--- src/rtl/mem_stage.sv ---
// Memory-stage controller between EX/MEM and MEM/WB: issues fixed-latency SRAM
// loads/stores and freezes the upstream pipeline until each access completes.
module mem_stage #(
  parameter int unsigned WAIT_CYCLES = 5,
  parameter logic [31:0] BASE_ADDR   = 32'd1024,
  parameter int unsigned ADDR_W      = 16
) (
  input  logic              clk,
  input  logic              rst,
  input  logic              wb_en,
  input  logic              mem_read,
  input  logic              mem_write,
  input  logic [31:0]       alu_result,
  input  logic [31:0]       st_val,
  input  logic [3:0]        dest,
  input  logic [31:0]       sram_rdata,
  output logic [ADDR_W-1:0] sram_addr,
  output logic [31:0]       sram_wdata,
  output logic              sram_we,
  output logic              sram_re,
  output logic              freeze,
  output logic              wb_en_out,
  output logic              mem_read_out,
  output logic [31:0]       alu_result_out,
  output logic [31:0]       mem_data,
  output logic [3:0]        dest_out
);

  typedef enum logic [1:0] {
    IDLE   = 2'd0,
    ACCESS = 2'd1,
    DONE   = 2'd2
  } state_t;

  localparam logic [3:0] CNT_INIT = 4'(WAIT_CYCLES - 1);

  state_t     state;
  state_t     state_nxt;
  logic [3:0] cnt;
  logic       op_write;
  logic       req;

  assign req = mem_read | mem_write;

  // Freeze rises combinationally in IDLE so the request cycle itself stalls.
  always_comb begin
    state_nxt = state;
    freeze    = 1'b0;
    sram_we   = 1'b0;
    sram_re   = 1'b0;
    unique case (state)
      IDLE: begin
        freeze = req;
        if (req) state_nxt = ACCESS;
      end
      ACCESS: begin
        freeze  = 1'b1;
        sram_we = op_write;
        sram_re = ~op_write;
        if (cnt == 4'd0) state_nxt = DONE;
      end
      DONE:    state_nxt = IDLE;
      default: state_nxt = IDLE;
    endcase
  end

  always_ff @(posedge clk) begin
    if (rst) begin
      state      <= IDLE;
      cnt        <= 4'd0;
      op_write   <= 1'b0;
      sram_addr  <= '0;
      sram_wdata <= 32'd0;
      mem_data   <= 32'd0;
    end else begin
      state <= state_nxt;
      case (state)
        IDLE: begin
          if (req) begin
            // Modular subtract: addresses below the base wrap, then truncate.
            sram_addr  <= ADDR_W'((alu_result - BASE_ADDR) >> 2);
            sram_wdata <= st_val;
            op_write   <= mem_write;
            cnt        <= CNT_INIT;
          end
        end
        ACCESS: begin
          if (cnt == 4'd0) begin
            if (!op_write) mem_data <= sram_rdata;
          end else begin
            cnt <= cnt - 4'd1;
          end
        end
        default: ;
      endcase
    end
  end

  // Bubbles go to MEM/WB while stalled; everything else is pass-through.
  assign wb_en_out      = wb_en & ~freeze;
  assign mem_read_out   = mem_read & ~freeze;
  assign alu_result_out = alu_result;
  assign dest_out       = dest;

endmodule

--- config.mk ---
export PLATFORM = sky130hd
export DESIGN_NAME = mem_stage
export DESIGN_NICKNAME = d
export VERILOG_FILES = /design/src/rtl/mem_stage.sv
export SDC_FILE = /design/constraint.sdc
export NUM_CORES = 1
export LEC_CHECK = 0
export CORE_ASPECT_RATIO = 1.75
export CORE_MARGIN = 1.5
export CORE_UTILIZATION = 50
export CTS_BUF_LIST = sky130_fd_sc_hd__clkbuf_8
export DETAILED_ROUTE_END_ITERATION = 10
export DONT_BUFFER_PORTS = 1
export GPL_ROUTABILITY_DRIVEN = 0
export PLACE_DENSITY = 0.68
export SYNTH_ARGS = -nofsm -noshare
export SYNTH_HDL_FRONTEND = slang
export SYNTH_SLANG_ARGS = --single-unit
--- constraint.sdc ---
create_clock -name clk -period 1.7 [get_ports clk]
set_input_delay 0.34 -clock clk [delete_from_list [all_inputs] [get_ports clk]]
set_output_delay 0.34 -clock clk [all_outputs]
set_load 0.02 [all_outputs]
# [After elaboration in Yosys (flattened, before gate mapping)]
# Index checks and enable logic that the tools add are counted.
[op_classes] mux=9 n_eq_ne=4 n_shift=0 reduce_logical=7 bitwise=5 n_mul=0 div_mod_pow=0 n_lt_le_gt_ge=0 add_sub_neg=2
[ops] cell="$sub A18 B11 Y18 const B" n=1
[ops] cell="$mux W4" n=2
[ops] cell="$pmux W4 S2" n=1
[ops] cell="$ne A2 B2 Y1 const B" n=3
[ops] cell="$reduce_and A3 Y1" n=2
[ops] cell="$logic_not A4 Y1" n=1
[ops] cell="$mux W2" n=2
[ops] cell="$pmux W2 S2" n=1
[ops] cell="$reduce_and A2 Y1" n=2
[ops] cell="$sub A4 B1 Y4 const B" n=1
[ops] cell="$and A1 B1 Y1" n=2
[ops] cell="$eq A2 B1 Y1 const B" n=1
[ops] cell="$logic_not A2 Y1" n=1
[ops] cell="$mux W1" n=2
[ops] cell="$not A1 Y1" n=2
[ops] cell="$pmux W1 S2" n=1
[ops] cell="$reduce_bool A2 Y1" n=1
[ops] cell="$or A1 B1 Y1" n=1
[word_totals] memories=0 latch_bits=0 wordCells=33 inputBits=105 mem_bits_ro=0 ramBits=0 reg_bits=87 output_inout_bits=121

# [Logic depth before layout (Yosys ltp)]
# Gate-level depths: netlist of the first run.
[logic_depth] ltp_word=4 depth_mapped=7 depth_no_buf=5

# [Least setup slack after synthesis of the first run]
# OpenSTA, ideal clock, no wires.
[synth_timing] path_type="reg-to-reg" from="register cnt[0]" to="register mem_data[23]" required_ps=1568 period_less_slack_ps=1637 path_buffers=2 path_stages_with_launch=8 setup_time_ps=132 arrival_ps=1505 setup_slack_ps=63 cell_sequence="dfxtp_1 -> inv_1 -> ha_1 -> or3b_2 -> clkbuf_1 -> clkbuf_1 -> o21ai_0 -> a21oi_1"
[synth_between] elab_chain_len=2
[synth_rtl] item="start: declaration" line="39" source="logic [3:0] cnt;"
[synth_rtl] item="start signal: assignment" line="91" source="cnt <= cnt - 4'd1;"
[synth_rtl] item="$logic_not A4 Y1" line="88" source="if (cnt == 4'd0) begin"
[synth_rtl] item="$reduce_and A3 Y1 (no line)"
[synth_rtl] item="end signal: assignment" line="89" source="if (!op_write) mem_data <= sram_rdata;"
[synth_rtl] item="end: declaration" line="25" source="output logic [31:0] mem_data,"
# No other way between the ends.
# A chain may end at the register's enable or synchronous reset.

# [Worst setup path after layout of the first run]
[layout_timing] from="register state[1]" to="output port sram_re"
[layout_between] elab_chain_len=2
[layout_rtl] item="start: declaration" line="37" source="state_t state;"
[layout_rtl] item="start signal: assignment" line="76" source="state <= state_nxt;"
[layout_rtl] item="$eq A2 B1 Y1" line="51" source="unique case (state)"
[layout_rtl] item="$mux W1" line="51"
[layout_rtl] item="end: declaration" line="20" source="output logic sram_re,"
# No other way between the ends.

==> impl_metrics.env, run 1 <==
export IMPL_status="complete, no violations"
export IMPL_ctsHoldBuffers=0
export IMPL_cpPeakStageDelay_ps=380
export IMPL_cts_buffer_depth=2
export IMPL_grt_pass1_wl_um=13700
export IMPL_dieArea_um2=8020
export IMPL_drt_wirelength_per_cell_um=18.3
export IMPL_yosys_warnings=0
export IMPL_crit_type="register to output pin"
export IMPL_die_w_um=68.3
export IMPL_synth_seq_area_share=0.466
export IMPL_holdPathStages=1
export IMPL_core_um2=7230
export IMPL_drive_above_1_share=0.125
export IMPL_grt_ovfl_total=0
export IMPL_dp_hpwl_um=5970
export IMPL_crit_required_ps=1360
export IMPL_antennaDiodeCount=0
export IMPL_syn_area_um2=3740
export IMPL_period_share=0.975
export IMPL_power_w=0.00487
export IMPL_async_flop_share=0
export IMPL_p_switching_w=0.00156
export IMPL_clk_pin_slew_ps=80
export IMPL_cap_viol_max_count=0
export IMPL_synth_edf_count=0
export IMPL_rows=41
export IMPL_fin_crit_ps=1660
export IMPL_drc=0
export IMPL_nFillCells=688
export IMPL_fin_skew_ps=7.44
export IMPL_setup_viol=0
export IMPL_relSlewSlack=0.719
export IMPL_hold_end="state[0]"
export IMPL_rsz0062_at_grt="true"
export IMPL_grtUsageTotal=0.218
export IMPL_p_comb_frac=0.173
export IMPL_crit_family="simple AND/OR/NAND/NOR gates"
export IMPL_worstPathArrival_ps=1320
export IMPL_hold_viol_final=0
export IMPL_start_kind="register"
export IMPL_worst_path_max_delay_cell="or3b_4"
export IMPL_hold_ws_ps=48.5
export IMPL_fin_cells=495
export IMPL_r2r_end="mem_data[4]"
export IMPL_finalMaxSlewViolations=0
export IMPL_synth_flop_cell="dfxtp_1"
export IMPL_cp_max_fo=5
export IMPL_syn2layout_area_growth_pct=2.41
export IMPL_antenna_found_initial=0
export IMPL_min_from="rst"
export IMPL_r2r_slack_ps=130
export IMPL_cp_end_kind="output pin"
export IMPL_internal_power_w=0.00330
export IMPL_avgSynthCellArea_um2=8.21
export IMPL_synth_distinct_cells=32
export IMPL_port_buffers=0
export IMPL_wl_um=9040
export IMPL_path_buf_inv=2
export IMPL_dr_pass1_iters=4
export IMPL_htree_levels=3
export IMPL_hp_class="input port to register"
export IMPL_cts_tree="done"
export IMPL_grt_pass1_vias=2776
export IMPL_clkSinkCount=87
export IMPL_tightest_slew_ps=421
export IMPL_vias_per_cell=6.29
export IMPL_multiInputGateArea_um2=1570
export IMPL_fin_nets=512
export IMPL_clkPwrFrac=0.298
export IMPL_grt_max_degree=88
export IMPL_leakagePower_nw=1.33
export IMPL_r2r_start="cnt[0]"
export IMPL_reg2reg_depth=6
export IMPL_dp_cells=477
export IMPL_regArea_um2=1750
export IMPL_start_util=0.517
export IMPL_switching_share=0.321
export IMPL_synth_nets=562
export IMPL_die_y_um=117
export IMPL_syn_inst=455
export IMPL_ios=226
export IMPL_seqPwrFrac=0.530
export IMPL_p_per_area_nw_per_um2=1270
export IMPL_peakVddDrop_mv=0.637
export IMPL_clock_fmax_mhz=603
export IMPL_ant_nets=0
export IMPL_dr_total_vias=3115
export IMPL_numCtsBuffers=9
export IMPL_insertion_delay_ps=350
export IMPL_worstPathCellList="or3b_4, inv_2, buf_6"
export IMPL_cts_root_buf="clkbuf_8"
export IMPL_ys_ff_latch=87
export IMPL_drt_iter0_drc=221
-- Yosys cell counts (all sizes together), types with 2 or more instances --
master,instances,area share
a211oi,6,0.012
ha,2,0.0067
nor2,4,0.0047
or3b,2,0.0047
buf,41,0.081
inv,7,0.0070
or3,6,0.010
dfxtp,87,0.47
nand3,73,0.098
xnor2,2,0.0047
clkbuf,38,0.038
or2,2,0.0033
nor2b,2,0.0033
o21ai,79,0.11
or4,3,0.0080
nor3b,2,0.0054
a311oi,4,0.011
nor3,2,0.0027
nand2,3,0.0030
a21oi,83,0.11
and2,2,0.0033
-- what timing repair did --
action                     4_1_cts  5_1_grt
buffers inserted                 1        1
gates resized for setup          7        9
gates cloned                     1        0
setup endpoints to repair        3       36
-- cell usage in the layout, fill, tap and decap left out, types with 2 or more instances in the layout --
cell type	instances
a211oi_1	6
a21oi_1	83
a311oi_1	3
buf_12	3
buf_4	12
buf_6	2
clkbuf_8	11
dfxtp_1	86
inv_1	7
nand2_1	3
nand3_1	73
nor2_2	3
nor2b_4	2
o21ai_0	78
or2_2	2
or3_1	6
or3b_4	2
or4_4	2
xnor2_1	2
-- sequential cells by signal (all words and copies together) (netlist names) --
signal,cells
mem_data,32
state,2
sram_addr,16
sram_wdata,32
cnt,4
op_write,1
-- logic make-up after synthesis --
logic type	Yosys count	share of synthesized area
flip-flops	87	0.466
buffers and inverters	86	0.126
XOR/XNOR	2	0.00469
adder cells (fa/ha/maj)	2	0.00670
AO/OA/AOI/OAI	175	0.246
AND/OR/NAND/NOR	103	0.150
-- power groups by stage --
stage	logic (W)	clock network, W	registers [W]
4_1_cts	0.000821	0.00149	0.00258
2_1_floorplan	0.000748	0	0.00258
3_3_place_gp	0.000785	0	0.00262
5_1_grt	0.000941	0.00157	0.00261
6_report	0.000840	0.00145	0.00258
3_5_place_dp	0.000803	0	0.00263
-- layer usage --
layer  GRT usage  vias to the layer above  wire, µm
li1            -                     1474         -
met1       0.257                     1502      3480
met2       0.359                      130      4680
met3      0.0757                        9       753
met4      0.0725                        0       125
met5           0                        -         0
-- final cells by class --
cell class              instances  area share
inverters                       7     0.00687
clock inverters                 4      0.0121
repair buffers                 18      0.0464
clock buffers                  11      0.0396
multi-input cells             282       0.411
flip-flops and latches         87       0.456
well taps                      86      0.0281
-- how the worst max path moves through the flow --
| stage | from | endpoint | cells past startpoint |
|---|---|---|---|
| after floorplan | cnt[0] | mem_data[23] | 7 |
| after global placement | cnt[0] | mem_data[10] | 6 |
| after detailed placement | cnt[0] | mem_data[11] | 6 |
| after CTS | cnt[0] | mem_data[11] | 6 |
| after global routing | state[1] | sram_re | 3 |
| final | state[1] | sram_re | 3 |
-- metrics by stage --
stage / utilization / setup WS [ps] / TNS (ps) / area (µm²)
after global routing: 0.529 / -6.91 / -6.91 / 3830
after floorplan: - / 62.6 / 0 / 3740
after detailed placement: 0.493 / 16.2 / 0 / 3570
final: 0.529 / 42.0 / 0 / 3830
after global placement: 0.493 / 88.5 / 0 / 3570
after CTS: 0.524 / 5.70 / 0 / 3790
Power figures use the tool's default switching activity.
==> run 2: changes to the inputs <==
--- a/config.mk
+++ b/config.mk
@@ -5,7 +5,7 @@
 export SDC_FILE = /design/constraint.sdc
 export NUM_CORES = 1
 export LEC_CHECK = 0
-export CORE_ASPECT_RATIO = 1.75
+export ABC_AREA = 1
 export CORE_MARGIN = 1.5
 export CORE_UTILIZATION = 50
 export CTS_BUF_LIST = sky130_fd_sc_hd__clkbuf_8
==> impl_metrics.env, run 2 <==
export IMPL_yosys_warnings=0
export IMPL_crit_type="register to output pin"
export IMPL_grt_pass1_wl_um=11400
export IMPL_top_regs="mem_data x32, sram_wdata x32, sram_addr x16"
export IMPL_clkSinkCount=87
export IMPL_pre_cts_slack_ps=96.7
export IMPL_synth_top_area_cell="dfxtp_1"
export IMPL_die_y_um=87.5
export IMPL_drive_above_1_share=0.0947
export IMPL_hp_class="input port to register"
export IMPL_cap_viol_max_count=0
export IMPL_numCtsBuffers=9
export IMPL_crit_family="flip-flops"
export IMPL_tightest_slew_ps=523
export IMPL_yosysMostFrequentCell="nor2_1"
export IMPL_nFillCells=664
export IMPL_cts_root_buf="clkbuf_8"
export IMPL_cts_buffer_depth=2
export IMPL_cp_end_kind="output pin"
export IMPL_grt_pass1_vias=2430
export IMPL_hold_viol_final=0
export IMPL_dp_hpwl_um=5280
export IMPL_rows=30
export IMPL_layout_commonest_cell="nor2_1"
export IMPL_yosys_top_cells_count="nor2_1, dfxtp_1, o21ai_0"
export IMPL_dieArea_um2=7660
export IMPL_path_buf_inv=3
export IMPL_synth_nets=573
export IMPL_clock_fmax_mhz=624
export IMPL_peakVddDrop_mv=0.660
export IMPL_grtUsageTotal=0.189
export IMPL_cts_tree="done"
export IMPL_grt_ovfl_total=0
export IMPL_reg2reg_depth=8
export IMPL_htree_levels=3
export IMPL_syn_area_um2=3570
export IMPL_vias_per_cell=5.18
export IMPL_syn2layout_area_growth_pct=-0.350
export IMPL_drt_iter0_drc=103
export IMPL_synth_edf_count=0
export IMPL_worst_path_max_delay_cell="dfxtp_1"
export IMPL_grt_max_degree=59
export IMPL_r2r_start="cnt[0]"
export IMPL_holdPathStages=1
export IMPL_hold_end="cnt[3]"
export IMPL_layout_common_cells="nor2_1, dfxtp_1, o21ai_0"
export IMPL_drt_wirelength_per_cell_um=14.8
export IMPL_synth_distinct_cells=24
export IMPL_dr_pass1_iters=4
export IMPL_synth_area_top_cells="dfxtp_1, nor2_1, o21ai_0, buf_4, buf_6"
export IMPL_r2r_slack_ps=140
export IMPL_insertion_delay_ps=350
export IMPL_synth_seq_area_share=0.488
export IMPL_worstPathArrival_ps=1260
export IMPL_die_w_um=87.5
export IMPL_r2r_end="mem_data[16]"
export IMPL_period_share=0.942
export IMPL_synth_flop_cell="dfxtp_1"
export IMPL_crit_required_ps=1360
export IMPL_ant_nets=0
export IMPL_ios=226
export IMPL_drc=0
export IMPL_min_from="rst"
export IMPL_finalMaxSlewViolations=0
export IMPL_wl_um=7840
export IMPL_power_w=0.00570
export IMPL_fin_crit_ps=1600
export IMPL_port_buffers=0
export IMPL_synth_top_area_frac=0.488
export IMPL_leakagePower_nw=1.47
export IMPL_syn_inst=466
export IMPL_p_per_area_nw_per_um2=1600
export IMPL_start_util=0.523
export IMPL_rsz0062_at_grt="false"
export IMPL_setup_viol=0
export IMPL_avgSynthCellArea_um2=7.66
export IMPL_dr_total_vias=2739
export IMPL_antenna_found_initial=0
export IMPL_fin_skew_ps=16.2
export IMPL_worstPathCellList="inv_1, nand2_1, nor2_4, inv_2, nand2_2, buf_4"
export IMPL_core_um2=6830
export IMPL_async_flop_share=0
export IMPL_fin_tns_setup_ps=0
export IMPL_fin_ws_ps=97.8
export IMPL_relSlewSlack=0.651
export IMPL_start_kind="register"
export IMPL_ys_ff_latch=87
export IMPL_fin_nets=535
export IMPL_cpPeakStageDelay_ps=340
export IMPL_cp_max_fo=3
export IMPL_status="complete, no violations"
export IMPL_antennaDiodeCount=0
export IMPL_clk_pin_slew_ps=90
## run 2: kinds of logic after synthesis
kind of cell | Yosys count | synth area share
adders and majority gates | 2 | 0.00701
AOI/OAI and AO/OA | 93 | 0.133
xor gates and xnor gates | 1 | 0.00245
buffers and inverters | 84 | 0.147
and+or+nand+nor | 199 | 0.222
DFF | 87 | 0.488
## run 2: stage by stage
stage | cell area, µm² | hold WS, ps | util | std cells
6_report | 3560 | 52.2 | 0.521 | 529
5_1_grt | 3560 | 24.3 | 0.521 | 529
4_1_cts | 3510 | 34.6 | 0.514 | 525
3_5_place_dp | 3330 | 407 | 0.487 | 509
3_3_place_gp | 3330 | 405 | 0.487 | 509
2_1_floorplan | 3570 | 429 | - | 466
## run 2: layer usage
metal,up-vias,global-route usage,wire length [µm]
met2,143,0.310,3640
met4,0,0.0765,103
met5,-,0,0
li1,1368,-,-
met1,1214,0.214,3130
met3,14,0.0872,965
## run 2: how the worst max path moves through the flow
stage / start / end / slack, ps / cells past startpoint
6_report: state[0] / freeze / 100 / 6
5_1_grt: state[0] / cnt[3] / 10 / 9
4_1_cts: state[0] / wb_en_out / -70 / 6
3_5_place_dp: cnt[0] / mem_data[27] / 100 / 8
3_3_place_gp: cnt[0] / mem_data[14] / 150 / 8
2_1_floorplan: mem_write / mem_read_out / 190 / 5
## run 2: what timing repair did
item | in CTS | in global routing
cloned | 0 | 1
setup buffers | 0 | 3
setup endpoints to repair | 2 | 34
resized for setup | 0 | 5
hold buffers | 0 | 0
pin swaps | 0 | 2
## run 2: worst register-to-register path: cells and delay by family (launching register included)
family | cells | cell delay, ps
DFF | 1 | 320
AOI/OAI and AO/OA | 1 | 180
adders and majority gates | 1 | 200
and+or+nand+nor | 3 | 410
buffers and inverters | 3 | 350
## run 2: where the power goes
part	total, W	switching [W]	internal (W)
clock	0.00132	0.000743	0.000576
sequential	0.00318	0.000733	0.00245
combinational	0.00120	0.000784	0.000416
## run 2: cell type report
class	count	area, µm²	share of cell area
clock buffers	10	138	0.0387
clock inverters	6	45.0	0.0127
inverters	23	87.6	0.0246
multi-input cells	296	1330	0.374
flip-flops and latches	87	1740	0.489
well taps	96	120	0.0338
repair buffers	11	95.1	0.0267
==> run 3: changes to the inputs <==
--- a/config.mk
+++ b/config.mk
@@ -6,13 +6,12 @@
 export NUM_CORES = 1
 export LEC_CHECK = 0
 export ABC_AREA = 1
-export CORE_MARGIN = 1.5
-export CORE_UTILIZATION = 50
+export CORE_AREA = 2 2 88 90
 export CTS_BUF_LIST = sky130_fd_sc_hd__clkbuf_8
 export DETAILED_ROUTE_END_ITERATION = 10
+export DIE_AREA = 0 0 90 92
 export DONT_BUFFER_PORTS = 1
 export GPL_ROUTABILITY_DRIVEN = 0
-export PLACE_DENSITY = 0.68
 export SYNTH_ARGS = -nofsm -noshare
 export SYNTH_HDL_FRONTEND = slang
 export SYNTH_SLANG_ARGS = --single-unit
==> constraint.sdc (replaced) <==
create_clock -name clk -period 1.93 [get_ports clk]
set_input_delay 0.386 -clock clk [delete_from_list [all_inputs] [get_ports clk]]
set_output_delay 0.386 -clock clk [all_outputs]
set_load 0.02 [all_outputs]
==> impl_metrics.env, run 3 (synthesis gave the netlist of run 2 again) <==
export IMPL_status="complete, no violations"
export IMPL_grt_max_degree=44
export IMPL_start_util=0.480
export IMPL_cp_max_fo=3
export IMPL_drc=0
export IMPL_fin_tns_setup_ps=0
export IMPL_multiInputGateArea_um2=1300
export IMPL_hold_ws_ps=103
export IMPL_pre_cts_slack_ps=290
export IMPL_cap_viol_max_count=0
export IMPL_cts_buffer_depth=2
export IMPL_power_w=0.00512
export IMPL_die_w_um=90
export IMPL_finalMaxSlewViolations=0
export IMPL_hp_class="input port to register"
export IMPL_crit_family="simple AND/OR/NAND/NOR gates"
export IMPL_worstPathArrival_ps=1350
export IMPL_dp_hpwl_um=5320
export IMPL_worst_path_max_delay_cell="dfxtp_1"
export IMPL_dieArea_um2=8280
export IMPL_dr_pass1_iters=5
export IMPL_grtUsageTotal=0.184
export IMPL_rows=32
export IMPL_leakagePower_nw=1.46
export IMPL_htree_levels=3
export IMPL_syn2layout_area_growth_pct=-0.946
export IMPL_tightest_slew_ps=447
export IMPL_drive_above_1_share=0.0749
export IMPL_clock_fmax_mhz=576
export IMPL_period_share=0.899
export IMPL_vias_per_cell=5.08
export IMPL_fin_crit_ps=1740
export IMPL_fin_nets=530
export IMPL_r2r_start="cnt[0]"
export IMPL_cts_tree="done"
export IMPL_numCtsBuffers=9
export IMPL_port_buffers=0
export IMPL_post_cts_setup_buffer_count=0
export IMPL_dr_total_vias=2689
export IMPL_rsz0062_at_grt="false"
export IMPL_p_per_area_nw_per_um2=1450
export IMPL_fin_ws_ps=194
export IMPL_die_y_um=92
export IMPL_antenna_found_initial=0
export IMPL_path_buf_inv=2
export IMPL_drt_wirelength_per_cell_um=14.3
export IMPL_core_um2=7450
export IMPL_placed_cell_area_um2=3330
export IMPL_layout_common_cells="nor2_1, dfxtp_1, o21ai_0"
export IMPL_grt_pass1_wl_um=12400
export IMPL_clk_pin_slew_ps=80
export IMPL_top_regs="mem_data x32, sram_wdata x32, sram_addr x16"
export IMPL_start_kind="register"
export IMPL_cp_end_kind="output pin"
export IMPL_worstPathCellList="inv_1, nand2_1, nor2_4, inv_2, nand2_1, nor2_1"
export IMPL_cpPeakStageDelay_ps=350
export IMPL_antennaDiodeCount=0
export IMPL_grt_ovfl_total=0
export IMPL_clkSinkCount=87
export IMPL_grt_pass1_vias=2573
export IMPL_wl_um=7570
export IMPL_crit_required_ps=1540
export IMPL_r2r_slack_ps=280
export IMPL_setup_viol=0
export IMPL_crit_type="register to output pin"
export IMPL_ctsHoldBuffers=0
export IMPL_layout_commonest_cell="nor2_1"
export IMPL_fin_skew_ps=8.48
export IMPL_path_depth=6
export IMPL_cpMostUsedCell="nand2_1"
export IMPL_regArea_um2=1740
export IMPL_post_cts_resized=0
export IMPL_cts_root_buf="clkbuf_8"
export IMPL_peakVddDrop_mv=0.525
export IMPL_final_area_um2=3540
export IMPL_reg2reg_depth=8
export IMPL_r2r_end="mem_data[13]"
export IMPL_crit_start="state[0]"
export IMPL_drt_iter0_drc=101
export IMPL_ant_nets=0
export IMPL_hold_viol_final=0
export IMPL_relSlewSlack=0.702
export IMPL_ios=226
export IMPL_insertion_delay_ps=340
export IMPL_nFillCells=790
export IMPL_endpoint="wb_en_out"
run 3: worst register-to-register path: cells and delay by family (launching register included):
kind | cells | cell delay (ps)
flip-flops | 1 | 330
AND/OR/NAND/NOR | 4 | 480
buffers and inverters | 3 | 500
adder cells (fa/ha/maj) | 1 | 230
run 3: worst min path at each step:
| stage | startpoint | endpoint | cells past startpoint | slack (ps) |
|---|---|---|---|---|
| final | rst | sram_wdata[2] | 1 | 100 |
| after global routing | rst | sram_wdata[2] | 1 | 80 |
| after CTS | rst | sram_wdata[2] | 1 | 80 |
| after detailed placement | rst | sram_wdata[2] | 1 | 450 |
| after global placement | cnt[0] | cnt[0] | 2 | 450 |
| after floorplan | cnt[0] | cnt[0] | 2 | 440 |
run 3: routing by layer:
metal	vias up	part of all wire	global-route usage
met2	140	0.45	0.298
li1	1350	-	-
met3	12	0.11	0.0764
met5	-	0	0
met1	1187	0.42	0.221
met4	0	0.013	0.0654
run 3: area by class of cell:
type,count,share of cell area
clock buffer,9,0.0350
inverter,23,0.0248
tap,102,0.0361
timing repair buffer,7,0.0184
multi-input combinational,295,0.369
sequential,87,0.492
clock inverter,6,0.0248
run 3: stage by stage:
stage	std cells	util
2_1_floorplan	466	-
3_3_place_gp	514	0.447
3_5_place_dp	514	0.447
4_1_cts	529	0.475
5_1_grt	529	0.475
6_report	529	0.475
run 3: power breakdown:
part	switching (W)	internal, W
Clock	0.000625	0.000720
Combinational	0.000647	0.000325
Sequential	0.000643	0.00216
